`src/rtl/seg_pkg.sv`:
```
// Shared constants and types for the multiplexed seven-segment display driver.
// Segment patterns are active-high, bit order g..a.
package seg_pkg;

   localparam int NUM_DIGITS = 4;

   // Index n holds the pattern for hex digit n.
   localparam logic [15:0][6:0] SEG_TABLE = {
      7'h71, 7'h79, 7'h5E, 7'h39, 7'h7C, 7'h77, 7'h6F, 7'h7F,
      7'h07, 7'h7D, 7'h6D, 7'h66, 7'h4F, 7'h5B, 7'h06, 7'h3F
   };

   localparam logic [7:0] SEG_OFF = 8'hFF;
   localparam logic [3:0] SEL_OFF = 4'hF;

   typedef enum logic {
      BLANK = 1'b0,
      ON    = 1'b1
   } seg_state_e;

endpackage

```
`src/rtl/seg_hex_decode.sv`:
```
// Combinational hex nibble to active-high seven-segment pattern (g..a).
module seg_hex_decode
   import seg_pkg::*;
(
   input  logic [3:0] nib_i,
   output logic [6:0] seg_o
);

   assign seg_o = SEG_TABLE[nib_i];

endmodule

```
`src/rtl/seg_mux_scan.sv`:
```
// Four-digit common-anode display scanner with inter-slot blanking and tear-free loads.
// Optional leading-zero suppression is enabled by defining SEG_LEADING_ZERO_BLANK_EN.
module seg_mux_scan
   import seg_pkg::*;
#(
   parameter int CLK_HZ       = 100000000,
   parameter int DIGIT_HZ     = 1000,
   parameter int BLANK_CYCLES = 64
) (
   input  logic        clk,
   input  logic        rst_n,
   input  logic [15:0] digits_i,
   input  logic [3:0]  dp_i,
   input  logic        load_i,
   input  logic        en_i,
   output logic [3:0]  io_sel,
   output logic [7:0]  io_seg,
   output logic        frame_o
);

   localparam int TICKS = CLK_HZ / DIGIT_HZ;
   localparam int CNT_W = (TICKS > 1) ? $clog2(TICKS) : 1;
   localparam logic [CNT_W-1:0] CNT_LAST  = CNT_W'(TICKS - 1);
   localparam logic [CNT_W-1:0] BLANK_END = CNT_W'(BLANK_CYCLES);

   logic [CNT_W-1:0] cnt_q, cnt_d;
   logic [1:0]       idx_q, idx_d;
   seg_state_e       state_q, state_d;
   logic [15:0]      pend_dig_q, pend_dig_d, act_dig_q, act_dig_d;
   logic [3:0]       pend_dp_q, pend_dp_d, act_dp_q, act_dp_d;
   logic [3:0]       sel_q, sel_d;
   logic [7:0]       seg_q, seg_d;
   logic             frame_q, frame_d;

   logic             wrap;
   logic             frame_start;
   logic [3:0]       cur_nib;
   logic [6:0]       dec_pat;
   logic [6:0]       seg_pat;

   assign wrap        = (cnt_q == CNT_LAST);
   assign frame_start = wrap && (idx_q == 2'd3);
   assign cur_nib     = act_dig_q[idx_q*4 +: 4];

   seg_hex_decode u_dec (
      .nib_i (cur_nib),
      .seg_o (dec_pat)
   );

`ifdef SEG_LEADING_ZERO_BLANK_EN
   // lz_mask[k]: digit k and every digit above it are zero; digit 0 never blanks.
   logic [NUM_DIGITS-1:0] lz_mask;
   assign lz_mask[NUM_DIGITS-1] = (act_dig_q[4*NUM_DIGITS-1 -: 4] == 4'h0);
   assign lz_mask[0]            = 1'b0;
   generate
      for (genvar gi = 1; gi < NUM_DIGITS - 1; gi++) begin : g_lz
         assign lz_mask[gi] = lz_mask[gi+1] && (act_dig_q[gi*4 +: 4] == 4'h0);
      end
   endgenerate
   assign seg_pat = lz_mask[idx_q] ? 7'h00 : dec_pat;
`else
   assign seg_pat = dec_pat;
`endif

   always_comb begin
      cnt_d      = wrap ? '0 : cnt_q + 1'b1;
      idx_d      = wrap ? idx_q + 2'd1 : idx_q;
      pend_dig_d = load_i ? digits_i : pend_dig_q;
      pend_dp_d  = load_i ? dp_i : pend_dp_q;
      act_dig_d  = act_dig_q;
      act_dp_d   = act_dp_q;
      frame_d    = frame_start;
      // A load landing on either frame-boundary cycle bypasses pending straight to active.
      if (frame_start) begin
         act_dig_d = load_i ? digits_i : pend_dig_q;
         act_dp_d  = load_i ? dp_i : pend_dp_q;
      end else if (frame_q && load_i) begin
         act_dig_d = digits_i;
         act_dp_d  = dp_i;
      end
   end

   always_comb begin
      state_d = state_q;
      case (state_q)
         BLANK:   if (cnt_d >= BLANK_END) state_d = ON;
         ON:      if (wrap) state_d = BLANK;
         default: state_d = BLANK;
      endcase
   end

   always_comb begin
      sel_d = SEL_OFF;
      seg_d = SEG_OFF;
      if (en_i && (state_q == ON)) begin
         sel_d = ~(4'b0001 << idx_q);
         seg_d = ~{act_dp_q[idx_q], seg_pat};
      end
   end

   always_ff @(posedge clk or negedge rst_n) begin
      if (!rst_n) begin
         cnt_q      <= '0;
         idx_q      <= 2'd0;
         state_q    <= BLANK;
         pend_dig_q <= 16'h0000;
         pend_dp_q  <= 4'h0;
         act_dig_q  <= 16'h0000;
         act_dp_q   <= 4'h0;
         sel_q      <= SEL_OFF;
         seg_q      <= SEG_OFF;
         frame_q    <= 1'b0;
      end else begin
         cnt_q      <= cnt_d;
         idx_q      <= idx_d;
         state_q    <= state_d;
         pend_dig_q <= pend_dig_d;
         pend_dp_q  <= pend_dp_d;
         act_dig_q  <= act_dig_d;
         act_dp_q   <= act_dp_d;
         sel_q      <= sel_d;
         seg_q      <= seg_d;
         frame_q    <= frame_d;
      end
   end

   assign io_sel  = sel_q;
   assign io_seg  = seg_q;
   assign frame_o = frame_q;

endmodule

```
`config.mk`:
```
export PLATFORM = sky130hd
export DESIGN_NAME = seg_mux_scan
export DESIGN_NICKNAME = d
export VERILOG_FILES = /design/src/rtl/seg_pkg.sv /design/src/rtl/seg_hex_decode.sv /design/src/rtl/seg_mux_scan.sv
export SDC_FILE = /design/constraint.sdc
export NUM_CORES = 1
export LEC_CHECK = 0
export ABC_CLOCK_PERIOD_IN_PS = 4720
export CAP_MARGIN = 10
export CORE_ASPECT_RATIO = 0.7
export CORE_MARGIN = 3
export CORE_UTILIZATION = 60
export CTS_BUF_LIST = sky130_fd_sc_hd__clkbuf_4
export DETAILED_ROUTE_END_ITERATION = 10
export GPL_TIMING_DRIVEN = 0
export HOLD_SLACK_MARGIN = 0.08
export PLACE_DENSITY = 0.84
export SYNTH_ARGS = -nofsm -noshare
export SYNTH_HDL_FRONTEND = slang
export SYNTH_SLANG_ARGS = --single-unit
```
`constraint.sdc`:
```
create_clock -name clk -period 4.72 [get_ports clk]
set_input_delay 0.944 -clock clk [delete_from_list [all_inputs] [get_ports clk]]
set_output_delay 0.944 -clock clk [all_outputs]
set_load 0.1 [all_outputs]
```
==> key figures, run 1 <==
Floorplanning
  • Site Rows: 23
  • Starting Density: 62.8%
  • Die Ht: 71.3 um
  • Die area: 7080 um2
  • Core Area: 5810 um2
  • Die X: 99.3 um
  • Top-Level Pins: 37

Worst setup path
  • Type of the worst setup path: flop to primary output
  • Critical Path AT: 2.08 ns
  • Worst-path cell chain: clkdlybuf4s50_1
  • CP max-delay cell: clkdlybuf4s50_1
  • Slowest stage delay, CP: 1.12 ns
  • CP bufs+invs: 1
  • Worst-path maximum fanout: 1
  • Worst Path Required: 3.78 ns
  • Critical path endpoint category: primary output
  • Kind of cell adding the most delay to the critical path: buffers and inverters
  • Crit start category: flop

Layout
  • Final non-filler cell total: 437
  • Area of the multi-input gates: 1680 um2
  • Fillers: 424
  • Inserted Diodes: 0
  • Synth-to-layout area growth: 16.8%
  • Fin area: 4270 um2
  • Layout cells sized above 1: 20.4%
  • FF+latch area: 1840 um2
  • Post-layout nets: 391

Pwr
  • Pint: 938 uW
  • Switch Pwr: 267 uW
  • Sw frac: 22.2%
  • Worst VDD drop: 199 uV
  • Clock network power share: 37.3%
  • Static Leak: 0.00189 uW
  • Combinational power share: 7.8%
  • Reg power frac: 54.9%
  • Power density over the cells: 282 nW/um2
  • Total power: 1210 uW

Synth
  • Async SR Flop Fraction: 100%
  • Area of the mapped netlist: 3650 um2
  • Seq cells post-synth: 73
  • Dominant synthesized flop cell: dfrtp_1
  • Net Count, Synth: 344
  • Syn Inst Count: 310
  • Sequential fraction of the synthesis area: 50.4%
  • Synth area leaders: dfrtp_1 42%, dfstp_2 8.6%, mux2_2 6.2%
  • Top-count cell post-synth: dfrtp_1
  • Yosys warnings: 0
  • List of most frequent post-synthesis cells: 61 x dfrtp_1, 25 x a21oi_1, 22 x mux2i_1, 22 x nor4_1, 20 x mux2_2
  • Post-synth EDFFs: 0
  • Top-area cell type share of the netlist area: 41.8%
  • Synth Area per Inst: 11.8 um2
  • Post-synthesis cell type count: 44
  • Area leader, netlist: dfrtp_1

GRT
  • First-pass GRT wire length: 12,700 um
  • Total gr overflow: 0
  • Vias in the first global route: 2,565
  • Pin count of the biggest net entering global routing: 74
  • Total track usage: 23.2%
  • Initial antenna violation count: 0

Routing
  • DR DRC count: 0
  • Initial DRC Count: 216
  • Vias after detailed routing: 2,543
  • Initial DRT Pass Iterations: 4
  • Antenna Violating Nets Remaining: 0
  • Post-Route WL: 7380 um
  • DR WL/cell: 16.9 um
  • Vias per cell: 5.82

CTS
  • PostCTS Resize Cnt: 0
  • CTS tree: yes
  • Root buffer cell: clkbuf_4
  • Clock sinks: 73
  • Clock Latency Late Sink: 0.43 ns
  • CTS H-Tree Depth: 3
  • Total CTS buffers: 9
  • # hold bufs at CTS: 0
  • CTS Buffer Depth: 2
  • Clock transition at path regs: 0.11 ns
  • Setup bufs post-CTS: 0

STA
  • Clock skew: 0.00822 ns
  • Post-layout min period: 3.03 ns
  • Tcrit/Tclk final: 64.1%
  • Worst Max-Slew Pin Slew: 0.969 ns
  • Relative slew slack: 35.2%
  • Worst hold slack: 0.510 ns
  • Final-report hold violation count: 0
  • Setup_tns: 0 ns
  • Achievable Freq: 0.330 GHz
  • Final Max Tran Viols: 0
  • Setup repair after global routing missed its margin: no
  • Setup Viol. Count Final: 0

Place
  • DP Cell Count: 421
  • IO Port Bufs: 36
  • DP Area: 4110 um2
  • Final HPWL DP: 5270 um
  • Gpl congestion: 0.863

Min path
  • HP Class: flop to flop

Job
  • Max-cap violations: 0

Run status
  • Outcome: complete, no violations
[registers in the layout (all words and copies together), names as in the netlist]
name,cells
cnt_q,17
act_dig_q,16
pend_dig_q,16
io_seg,8
act_dp_q,4
io_sel,4
pend_dp_q,4
idx_q,2
frame_o,1
state_q,1
[cell type report]
cell class / instances / share of cell area [%]
Sequential cell: 73 / 43.2
Clock inverter: 3 / 1.52
Clock buffer: 13 / 2.29
Multi-Input combinational cell: 205 / 39.3
Timing Repair Buffer: 36 / 8.38
Buffer: 22 / 2.32
Inverter: 10 / 0.880
Tap cell: 75 / 2.20
[power by group through the flow]
stage / registers [uW] / logic (uW) / clock network (uW)
6_report: 662 / 93.7 / 450
5_1_grt: 665 / 103 / 486
4_1_cts: 662 / 94.4 / 458
3_5_place_dp: 674 / 93.8 / 0
3_3_place_gp: 672 / 90.4 / 0
2_1_floorplan: 669 / 50.3 / 0
[metrics by stage]
| stage | worst slack (ns) | util [%] |
|---|---|---|
| after floorplan | 2.73 | - |
| after global placement | 0.283 | 70.7 |
| after detailed placement | 1.93 | 70.6 |
| after CTS | 1.66 | 73.4 |
| after global routing | 1.62 | 73.4 |
| final | 1.69 | 73.4 |
[path summary, 6_finish.rpt]
kind | slack [ns] | endpoint | from | cells past startpoint
worst max register to register | 2.56 | io_seg[3] | idx_q[0] | 7
worst min register to register | 0.51 | pend_dp_q[2] | pend_dp_q[2] | 1
min in group asynchronous | 0.62 | cnt_q[11] | rst_n | 1
worst max-delay path | 1.69 | io_seg[2] | io_seg[2] | 1
max in group asynchronous | 3.50 | cnt_q[2] | rst_n | 1
worst min-delay path | 0.51 | pend_dp_q[2] | pend_dp_q[2] | 1
[cells in the final DEF (no fill, tap or decap), drive strengths merged, types with 3 or more instances in the layout]
master         Yosys  layout
a21oi             25      25
buf                8       9
clkbuf            14      27
clkdlybuf4s50      0      35
dfrtp             61      61
dfstp             12      12
ha                10      10
inv               10      10
mux2              20      20
mux2i             22      22
mux4               6       6
nand2             16      16
nand3             13      13
nand4              5       5
nor2              14      14
nor3               3       3
nor3b              3       3
nor4              25      25
o211ai             5       5
xnor2              8       8
xor2               9       9
[routing by layer]
| layer | track usage, % | vias to the layer above | wire length, um | share of wire [%] |
|---|---|---|---|---|
| met5 | 0 | - | 0 | 0 |
| met4 | 5.76 | 0 | 70 | 0.95 |
| met3 | 7.20 | 7 | 461 | 6.2 |
| met2 | 32.4 | 67 | 3150 | 43 |
| met1 | 35.6 | 1242 | 3690 | 50 |
| li1 | - | 1227 | - | - |
[kinds of logic after synthesis]
family | Yosys count | synth area share, %
simple gates | 92 | 15.6
flops | 73 | 50.4
mux | 48 | 15.9
compound gates | 38 | 6.85
buf+inv | 32 | 3.73
xor+xnor | 17 | 4.08
fa+ha+maj | 10 | 3.42
No activity file was read; power rests on OpenSTA's default activity.
==> run 2: changes to the inputs <==
ABC_CLOCK_PERIOD_IN_PS = 2900   (was 4720)
CORE_UTILIZATION = 59   (was 60)
PLACE_DENSITY = 0.82   (was 0.84)
clock period = 2.9 ns   (was 4.72 ns; I/O delays follow)
==> run 2 against run 1 <==
  * Critical path depth unchanged
  * Largest power group unchanged
  * Die area increased by 1.6%
  * Clock-buffer cell count decreased by 3
  * Clock skew increased by 0.0086 ns
  * Non-clock buffer count unchanged
==> key figures, run 2 (synthesized netlist as in run 1, its figures left out) <==
Worst setup path
  • Critical Path AT: 2.08 ns (about the same)
  • CP max-delay cell: clkdlybuf4s50_1 (unchanged)
  • Worst-path maximum fanout: 1 (unchanged)
  • Worst Path Required: 2.32 ns (was 3.78 ns)
  • Critical path endpoint category: primary output (unchanged)
  • Worst-path cell chain: clkdlybuf4s50_1 (unchanged)
  • Crit start category: flop (unchanged)
  • Type of the worst setup path: flop to primary output (unchanged)
  • CP bufs+invs: 1 (unchanged)
  • Slowest stage delay, CP: 1.12 ns (about the same)
  • Flop2flop setup slack: 0.67 ns (was 2.56 ns)
  • Kind of cell adding the most delay to the critical path: buffers and inverters (unchanged)

Layout
  • Synth-to-layout area growth: 16.7% (was 16.8%)
  • Inserted Diodes: 0 (unchanged)
  • Top flop regs: cnt_q (17), act_dig_q (16), pend_dig_q (16) (unchanged)
  • Fillers: 415 (was 424)
  • Most flop-heavy register: cnt_q (unchanged)
  • Largest register FFs: 17 (unchanged)
  • Final core occ: 73.0% (was 73.4%)
  • Final non-filler cell total: 437 (unchanged)
  • FF+latch area: 1840 um2 (unchanged)
  • Fin area: 4260 um2 (was 4270 um2)
  • Area of the multi-input gates: 1680 um2 (unchanged)
  • Post-layout nets: 391 (unchanged)
  • Commonest cells after routing, fill and taps aside: 61 x dfrtp_1, 35 x clkdlybuf4s50_1, 25 x a21oi_1 (unchanged)
  • Layout cells sized above 1: 19.9% (was 20.4%)
  • Most common cell after layout, fill and taps aside: dfrtp_1 (unchanged)

STA
  • Setup repair after global routing missed its margin: no (unchanged)
  • Tcrit/Tclk final: 91.7%
  • Post-layout min period: 2.66 ns
  • Worst Max-Slew Pin Slew: 0.972 ns (was 0.969 ns)
  • Final-report hold violation count: 0 (unchanged)
  • Final Max Tran Viols: 0 (unchanged)
  • Setup Viol. Count Final: 0 (unchanged)
  • Clock skew: 0.0169 ns (was 0.00822 ns)
  • Achievable Freq: 0.376 GHz
  • Worst hold slack: 0.276 ns (was 0.510 ns)
  • Relative slew slack: 35.0% (was 35.2%)

Min path
  • HP Class: input port to asynchronous set/reset pin (was flop to flop)

CTS
  • PostCTS Resize Cnt: 0 (unchanged)
  • Total CTS buffers: 9 (unchanged)
  • CTS H-Tree Depth: 3 (unchanged)
  • Clock sinks: 73 (unchanged)
  • Root buffer cell: clkbuf_4 (unchanged)
  • Clock Latency Late Sink: 0.42 ns (was 0.43 ns)
  • # hold bufs at CTS: 0 (unchanged)
  • CTS tree: yes (unchanged)
  • Setup bufs post-CTS: 0 (unchanged)
  • Clock transition at path regs: 0.13 ns (was 0.11 ns)
  • CTS Buffer Depth: 2 (unchanged)

Floorplanning
  • Die Ht: 71.8 um (was 71.3 um)
  • Top-Level Pins: 37 (unchanged)
  • Site Rows: 23 (unchanged)
  • Die area: 7190 um2 (was 7080 um2)
  • Die X: 100 um (was 99.3 um)
  • Core Area: 5840 um2 (was 5810 um2)
  • Starting Density: 62.5% (was 62.8%)

Place
  • DP Area: 4110 um2 (unchanged)
  • IO Port Bufs: 36 (unchanged)
  • Gpl congestion: 0.946 (was 0.863)
  • DP Cell Count: 421 (unchanged)
  • Final HPWL DP: 5520 um (was 5270 um)

Routing
  • Vias after detailed routing: 2,602 (was 2,543)
  • Antenna Violating Nets Remaining: 0 (unchanged)
  • Vias per cell: 5.95 (was 5.82)
  • Initial DRC Count: 180 (was 216)
  • DR WL/cell: 18.0 um (was 16.9 um)
  • DR DRC count: 0 (unchanged)
  • Post-Route WL: 7880 um (was 7380 um)
  • Initial DRT Pass Iterations: 5 (was 4)

Pwr
  • Total power: 1930 uW (was 1210 uW)
  • Static Leak: 0.00188 uW (was 0.00189 uW)
  • Worst VDD drop: 366 uV (was 199 uV)
  • Power density over the cells: 453 nW/um2 (was 282 nW/um2)

GRT
  • Initial antenna violation count: 0 (unchanged)
  • Total gr overflow: 0 (unchanged)
  • Pin count of the biggest net entering global routing: 74 (unchanged)
  • Vias in the first global route: 2,636 (was 2,565)
  • Total track usage: 24.3% (was 23.2%)
  • First-pass GRT wire length: 13,400 um (was 12,700 um)

Job
  • Max-cap violations: 0 (unchanged)

Run status
  • Outcome: complete, no violations (unchanged)
[run 2: area by class of cell]
cell class                      count  share of cell area [%]
Buffer                             22                    2.32
Clock buffer                       10                    1.76
Clock inverter                      6                    1.94
Inverter                           10                   0.881
Multi-Input combinational cell    205                    39.3
Sequential cell                    73                    43.2
Tap cell                           75                    2.20
Timing Repair Buffer               36                    8.39
[run 2: per-layer routing]
metal	track usage [%]	wire length, um
met5	0	0
met4	6.43	86
met3	6.52	638
met2	36.1	3320
met1	35.7	3840
[run 2: power breakdown]
| group | internal (uW) | switching (uW) |
|---|---|---|
| clock | 354 | 345 |
| combinational | 78.7 | 74.7 |
| sequential | 1060 | 17.3 |
[run 2: metrics by stage]
| step | setup slack, ns | setup TNS (ns) |
|---|---|---|
| after CTS | 0.217 | 0 |
| after detailed placement | 0.448 | 0 |
| after floorplan | 0.912 | 0 |
| after global placement | -1.21 | -77.84 |
| after global routing | 0.168 | 0 |
| final | 0.240 | 0 |
[run 2: path summary, 6_finish.rpt]
| kind | startpoint | end | cells past startpoint |
|---|---|---|---|
| setup / recovery | io_seg[7] | io_seg[7] | 1 |
| hold / removal | rst_n | act_dig_q[3] | 1 |
| setup reg to reg | cnt_q[14] | act_dig_q[11] | 7 |
| hold reg to reg | pend_dig_q[12] | pend_dig_q[12] | 1 |
| max in group asynchronous | rst_n | act_dp_q[2] | 1 |
| min in group clk | pend_dig_q[12] | pend_dig_q[12] | 1 |
==> run 3: changes to the inputs <==
SETUP_SLACK_MARGIN = 0.02   (was unset)
==> results of run 3 <==
No change in the layout: final DEF, timing and power equal those of run 2.
